===== src/rtl/alu_pkg.sv =====
// alu_pkg: shared widths, opcode encodings and opcode legality test for the
// arbitrated ALU issue pipeline (alu_arbiter_64) and its external ALU.
package alu_pkg;

   localparam int DATA_W = 64;
   localparam int OPC_W  = 3;

   localparam logic [OPC_W-1:0] OP_AND = 3'd0;
   localparam logic [OPC_W-1:0] OP_OR  = 3'd1;
   localparam logic [OPC_W-1:0] OP_XOR = 3'd2;
   localparam logic [OPC_W-1:0] OP_ADD = 3'd3;
   localparam logic [OPC_W-1:0] OP_SUB = 3'd4;

   // Encodings above OP_SUB (3'b101..3'b111) have no ALU meaning.
   function automatic logic is_illegal(input logic [OPC_W-1:0] op);
      return (op > OP_SUB);
   endfunction

endpackage


===== src/rtl/alu_arbiter_64_rr_arb2.sv =====
// rr_arb2: two-way round-robin grant.
//   clk, rst_n  : clock, asynchronous active-low reset
//   valid0/1    : request present from requester 0/1
//   handshake   : the granted request was accepted this cycle
//   grant       : index of the requester currently granted
// A lone valid requester always wins; on a tie the requester that did not
// win the last accepted handshake wins. last_grant resets to 1 so that
// requester 0 wins the first tie.
module rr_arb2 (
   input  logic clk,
   input  logic rst_n,
   input  logic valid0,
   input  logic valid1,
   input  logic handshake,
   output logic grant
);

   logic last_grant;

   // Grant 1 when only requester 1 asks, or on a tie after 0 won last.
   always_comb begin
      grant = valid1 & (~valid0 | ~last_grant);
   end

   always_ff @(posedge clk or negedge rst_n) begin
      if (!rst_n) begin
         last_grant <= 1'b1;
      end else if (handshake) begin
         last_grant <= grant;
      end
   end

endmodule


===== src/rtl/alu_arbiter_64.sv =====
// alu_arbiter_64: two-requester round-robin front end and two-stage issue
// pipeline around one shared external combinational 64-bit ALU.
//   clk, rst_n            : clock, asynchronous active-low reset
//   reqN_valid/ready      : request handshake for requester N (0/1)
//   reqN_op, reqN_a/b     : opcode and operands of requester N
//   alu_op, alu_a, alu_b  : issue-register contents driving the shared ALU
//   alu_y                 : combinational ALU result for alu_op/alu_a/alu_b
//   rsp_valid/ready       : response handshake
//   rsp_id                : requester that issued the operation
//   rsp_data, rsp_err     : result (forced to 0 on illegal opcode), error flag
// S1 (issue register) holds the winning request; S2 (response register)
// captures the ALU result. Drain, S1->S2 move and accept can all happen in
// the same cycle, so one operation per cycle flows when rsp_ready stays high.
module alu_arbiter_64
   import alu_pkg::*;
(
   input  logic              clk,
   input  logic              rst_n,
   input  logic              req0_valid,
   output logic              req0_ready,
   input  logic [OPC_W-1:0]  req0_op,
   input  logic [DATA_W-1:0] req0_a,
   input  logic [DATA_W-1:0] req0_b,
   input  logic              req1_valid,
   output logic              req1_ready,
   input  logic [OPC_W-1:0]  req1_op,
   input  logic [DATA_W-1:0] req1_a,
   input  logic [DATA_W-1:0] req1_b,
   output logic [OPC_W-1:0]  alu_op,
   output logic [DATA_W-1:0] alu_a,
   output logic [DATA_W-1:0] alu_b,
   input  logic [DATA_W-1:0] alu_y,
   output logic              rsp_valid,
   input  logic              rsp_ready,
   output logic              rsp_id,
   output logic [DATA_W-1:0] rsp_data,
   output logic              rsp_err
);

   logic              grant;
   logic              s1_valid;
   logic              s1_id;
   logic [OPC_W-1:0]  s1_op;
   logic [DATA_W-1:0] s1_a;
   logic [DATA_W-1:0] s1_b;
   logic              s2_free;
   logic              s1_free;
   logic              accept;
   logic              move;

   // A stage is free if empty or if its content leaves this cycle.
   assign s2_free = ~rsp_valid | rsp_ready;
   assign s1_free = ~s1_valid | s2_free;

   // Readiness depends only on valids, arbitration state and pipeline
   // occupancy, never on request payload.
   assign req0_ready = s1_free & ~grant;
   assign req1_ready = s1_free &  grant;

   assign accept = (req0_valid & req0_ready) | (req1_valid & req1_ready);
   assign move   = s1_valid & s2_free;

   rr_arb2 u_arb (
      .clk       (clk),
      .rst_n     (rst_n),
      .valid0    (req0_valid),
      .valid1    (req1_valid),
      .handshake (accept),
      .grant     (grant)
   );

   // S1: issue register, drives the shared ALU
   always_ff @(posedge clk or negedge rst_n) begin
      if (!rst_n) begin
         s1_valid <= 1'b0;
         s1_id    <= 1'b0;
         s1_op    <= '0;
         s1_a     <= '0;
         s1_b     <= '0;
      end else if (accept) begin
         s1_valid <= 1'b1;
         s1_id    <= grant;
         s1_op    <= grant ? req1_op : req0_op;
         s1_a     <= grant ? req1_a  : req0_a;
         s1_b     <= grant ? req1_b  : req0_b;
      end else if (move) begin
         s1_valid <= 1'b0;
      end
   end

   assign alu_op = s1_op;
   assign alu_a  = s1_a;
   assign alu_b  = s1_b;

   // S2: response register, captures the ALU result
   always_ff @(posedge clk or negedge rst_n) begin
      if (!rst_n) begin
         rsp_valid <= 1'b0;
         rsp_id    <= 1'b0;
         rsp_data  <= '0;
         rsp_err   <= 1'b0;
      end else if (move) begin
         rsp_valid <= 1'b1;
         rsp_id    <= s1_id;
         rsp_data  <= is_illegal(s1_op) ? '0 : alu_y;
         rsp_err   <= is_illegal(s1_op);
      end else if (rsp_ready) begin
         rsp_valid <= 1'b0;
      end
   end

endmodule


===== config.mk =====
export PLATFORM = sky130hd
export DESIGN_NAME = alu_arbiter_64
export DESIGN_NICKNAME = d
export VERILOG_FILES = /design/src/rtl/alu_pkg.sv /design/src/rtl/alu_arbiter_64_rr_arb2.sv /design/src/rtl/alu_arbiter_64.sv
export SDC_FILE = /design/constraint.sdc
export NUM_CORES = 1
export LEC_CHECK = 0
export BUFFER_PORTS_ARGS = -buffer_cell sky130_fd_sc_hd__buf_2
export CAP_MARGIN = 30
export CORE_AREA = 2 2 209 211
export CTS_CLUSTER_SIZE = 28
export DETAILED_ROUTE_END_ITERATION = 8
export DIE_AREA = 0 0 211 213
export GPL_TIMING_DRIVEN = 0
export PLACE_DENSITY_LB_ADDON = 0.3
export SETUP_SLACK_MARGIN = 0.1
export SLEW_MARGIN = 10
export SYNTH_ARGS = -nofsm -noshare
export SYNTH_HDL_FRONTEND = slang
export SYNTH_SLANG_ARGS = --single-unit

===== constraint.sdc =====
create_clock -name clk -period 2.9 [get_ports clk]
set_input_delay 0.145 -clock clk [delete_from_list [all_inputs] [get_ports clk]]
set_output_delay 0.145 -clock clk [all_outputs]
set_load 0.01 [all_outputs]

==> impl_metrics.py <==
metrics = {
    "clocking": {
        "root_buffer": "clkbuf_16",
        "path_clk_slew_ns": 0.06,
        "max-clock-path-buffers": 3,
        "insertion_delay_ns": 0.51,
        "clock_sinks": 201,
        "cts_buffers": 23,
        "htreeDepth": 1,
        "cts_tree": "yes",
    },
    "drt": {
        "route.detailed.drc": 0,
        "drt_wl_total_mm": 39.9,
        "num_vias": 9663,
        "vias_per_cell": 4.69,
        "drt_iter0_drc": 405,
        "drtPass1Iterations": 5,
        "wl_per_cell_um": 19.4,
        "ant_nets": 0,
    },
    "power_and_ir_drop": {
        "p_per_area_mw_per_mm2": 584,
        "intPower_mw": 6.61,
        "vdd_ir_drop_max_v": 0.000371,
        "p_sw_mw": 2.93,
        "pwr-share-clk": 0.286,
        "power.share.combinational": 0.335,
        "p_leak_nw": 7.52,
        "p_seq_frac": 0.379,
        "p_total_mw": 9.55,
        "swShare": 0.307,
    },
    "logic_synthesis": {
        "synth-main-ff-cell": "dfrtp_1",
        "synth_nets": 967,
        "synth_enable_flop_cells": 0,
        "ys_async_sr_fraction": 1.00,
        "synth_seq_cells": 201,
        "yosys.area.top_type": "dfrtp_1",
        "synthTopCellsByArea": "dfrtp_1 (55%), o32ai_2 (8.7%), a2bb2oi_1 (8.4%)",
        "ys_types": 29,
        "yosys.cell_count.top_type": "dfrtp_1",
        "ys_seq_area_frac": 0.548,
        "syn_area_per_cell_um2": 14.4,
        "syn_area_mm2": 0.00918,
        "synth.top_cell.area_share": 0.545,
        "synthTopCellsByCount": "dfrtp_1 (200), a2bb2oi_1 (88), o32ai_1 (82)",
        "synth_cells": 636,
        "yosysWarnings": 0,
    },
    "setup_path": {
        "cp_num_buf_inv": 6,
        "crit_type": "in -> reg",
        "cp.required_ns": 3.32,
        "crit_path_top_delay_cell": "dlygate4sd3_1",
        "crit_family": "buffers and inverters",
        "slowest_delay_ns": 0.59,
        "start_kind": "primary input",
        "crit_fanout": 10,
        "reg2reg_slack_ns": 0.64,
        "path_cells": "dlygate4sd3_1 -> buf_2 -> inv_2 -> buf_2 -> clkbuf_1 -> o32ai_1 -> dlygate4sd3_1 -> a2bb2oi_1",
        "arrival_ns": 2.76,
        "cp-end-kind": "flop",
    },
    "sta": {
        "clock.fmax_ghz": 0.428,
        "relSlewSlack": 0.459,
        "final-setup-viol-count": 0,
        "maxSlewViolCount": 0,
        "hold_viol_final": 0,
        "fin_crit_ns": 2.34,
        "fin_worst_skew_ns": 0.00601,
        "worst_pin_slew_ns": 0.812,
        "period_share": 0.805,
        "whs_ns": 0.0237,
        "rsz0062_at_grt": "false",
    },
    "placed_design": {
        "gp_congestion": 0.857,
        "dp_hpwl_mm": 28.2,
        "io_buffers": 530,
        "place_inst": 1713,
    },
    "floorplanning": {
        "start_util": 0.215,
        "die_h_um": 213,
        "die_w_um": 211,
        "core_area_mm2": 0.0427,
        "io_pins": 531,
        "core.rowCount": 76,
        "die_area_mm2": 0.0449,
    },
    "global_route": {
        "grt_max_degree": 106,
        "gr-total-overflow": 0,
        "grt_use_total": 0.167,
        "antenna_found_initial": 1,
        "grt_pass1_wl_mm": 58.3,
        "first_global_vias": 10200,
    },
    "final_layout": {
        "post-route-util": 0.383,
        "drive_above_1_share": 0.481,
        "nets": 1832,
        "syn_to_final_growth_pct": 78.1,
        "fin_cells": 2061,
    },
    "status": {
        "status": "complete, no violations",
    },
    "worst_hold_path": {
        "hp-class": "in -> reg",
    },
    "job": {
        "timing.max_cap.violations": 0,
    },
}
-- metal layers --
layer,vias up,global-route usage,wire [µm]
met5,-,0,8
met4,2,0.0658,1430
met3,96,0.0340,2460
met2,425,0.293,19900
met1,4750,0.201,16200
li1,4390,-,-
-- path summary, 6_finish.rpt --
| path | startpoint | endpoint | cells past startpoint |
|---|---|---|---|
| setup / recovery | req0_valid | alu_b[21] | 8 |
| hold / removal | req0_a[49] | alu_a[49] | 3 |
| setup reg to reg | u_arb.last_grant | alu_a[20] | 7 |
| hold reg to reg | rsp_data[40] | rsp_data[40] | 1 |
| max in group asynchronous | rst_n | alu_a[51] | 3 |
| min in group asynchronous | rst_n | alu_b[13] | 2 |
-- placed cells by master, fill, tap and decap left out --
master         Yosys  final
dfrtp_1          200    200
clkbuf_1          18     24
dlygate4sd3_1      0    309
clkbuf_16          0     23
a31oi_1            1      1
buf_8              0      1
diode_2            0      1
o22ai_1            1      1
and2_1             1      1
o32ai_2           49     49
buf_16             0      1
nor2b_1            1      1
dfstp_2            1      1
and3b_4            1      1
inv_2              1      1
o32ai_1           82     82
o21ai_0            1      1
clkbuf_8           0      6
a2bb2oi_2         42     42
and3_1             1      1
nand2_1            2      2
a22o_1            64     64
nor2_1             3      3
clkinv_2           0      2
buf_2             42    571
o2bb2a_1           1      1
clkinvlp_4         0      1
inv_1              1      1
nor2_4             1      1
nand3b_1           1      1
nand2b_1           2      2
buf_4             16     16
mux2_2             1      1
a21bo_1            1      1
a21oi_1            2      2
buf_6             11     11
a2bb2oi_1         88     88
-- what timing repair did --
action	CTS	global route
hold endpoints to repair	285	0
setup buffers	0	0
resized for setup	0	0
hold buffers	309	0
-- flip-flops by register name, indices dropped and copies added, names as in the netlist --
| register | flops |
|---|---|
| alu_op | 3 |
| s1_id | 1 |
| alu_a | 64 |
| alu_b | 64 |
| rsp_id | 1 |
| rsp_err | 1 |
| u_arb.last_grant | 1 |
| rsp_valid | 1 |
| s1_valid | 1 |
| rsp_data | 64 |
-- cell type report --
type | instances | area [µm²]
fillers | 4109 | 26400
plain buffers | 87 | 522
inverters | 2 | 7.51
diodes | 1 | 2.50
clock inverters | 3 | 17.5
multi-input cells | 346 | 3620
repair buffers | 840 | 5780
flip-flops and latches | 201 | 5030
clock buffers | 35 | 681
well taps | 546 | 683
-- metrics by stage --
| stage | worst slack, ns | TNS (ns) | cell area, µm² |
|---|---|---|---|
| floorplan | 1.47 | 0 | 9180 |
| global placement | -1.88 | -371.75 | 12500 |
| detailed placement | 0.942 | 0 | 12600 |
| CTS | 0.510 | 0 | 16300 |
| global route | 0.375 | 0 | 16300 |
| finish | 0.564 | 0 | 16300 |
-- power by group through the flow --
stage	clock, mW	sequential [mW]	combinational (mW)
3_3_place_gp	0	3.65	2.70
3_5_place_dp	0	3.65	2.73
4_1_cts	2.85	3.62	3.20
2_1_floorplan	0	3.88	1.22
5_1_grt	2.95	3.68	3.42
6_report	2.73	3.62	3.20
-- worst reg2reg max path, delay by kind of cell, from the launching register on --
kind | cells | cell delay [ns]
buffers and inverters | 4 | 1.17
flip-flops | 1 | 0.56
AND/OR/NAND/NOR | 1 | 0.05
AO/OA/AOI/OAI | 2 | 0.36
-- kinds of logic (layout without fill, tap and decap cells) --
family	after synthesis	after routing	synth area share
multiplexers	1	1	0.00123
other	0	1	0
flip-flops	201	201	0.548
buffers and inverters	89	967	0.0577
AO/OA/AOI/OAI	332	332	0.384
AND/OR/NAND/NOR	13	13	0.00886
(Power assumes the default switching activity.)
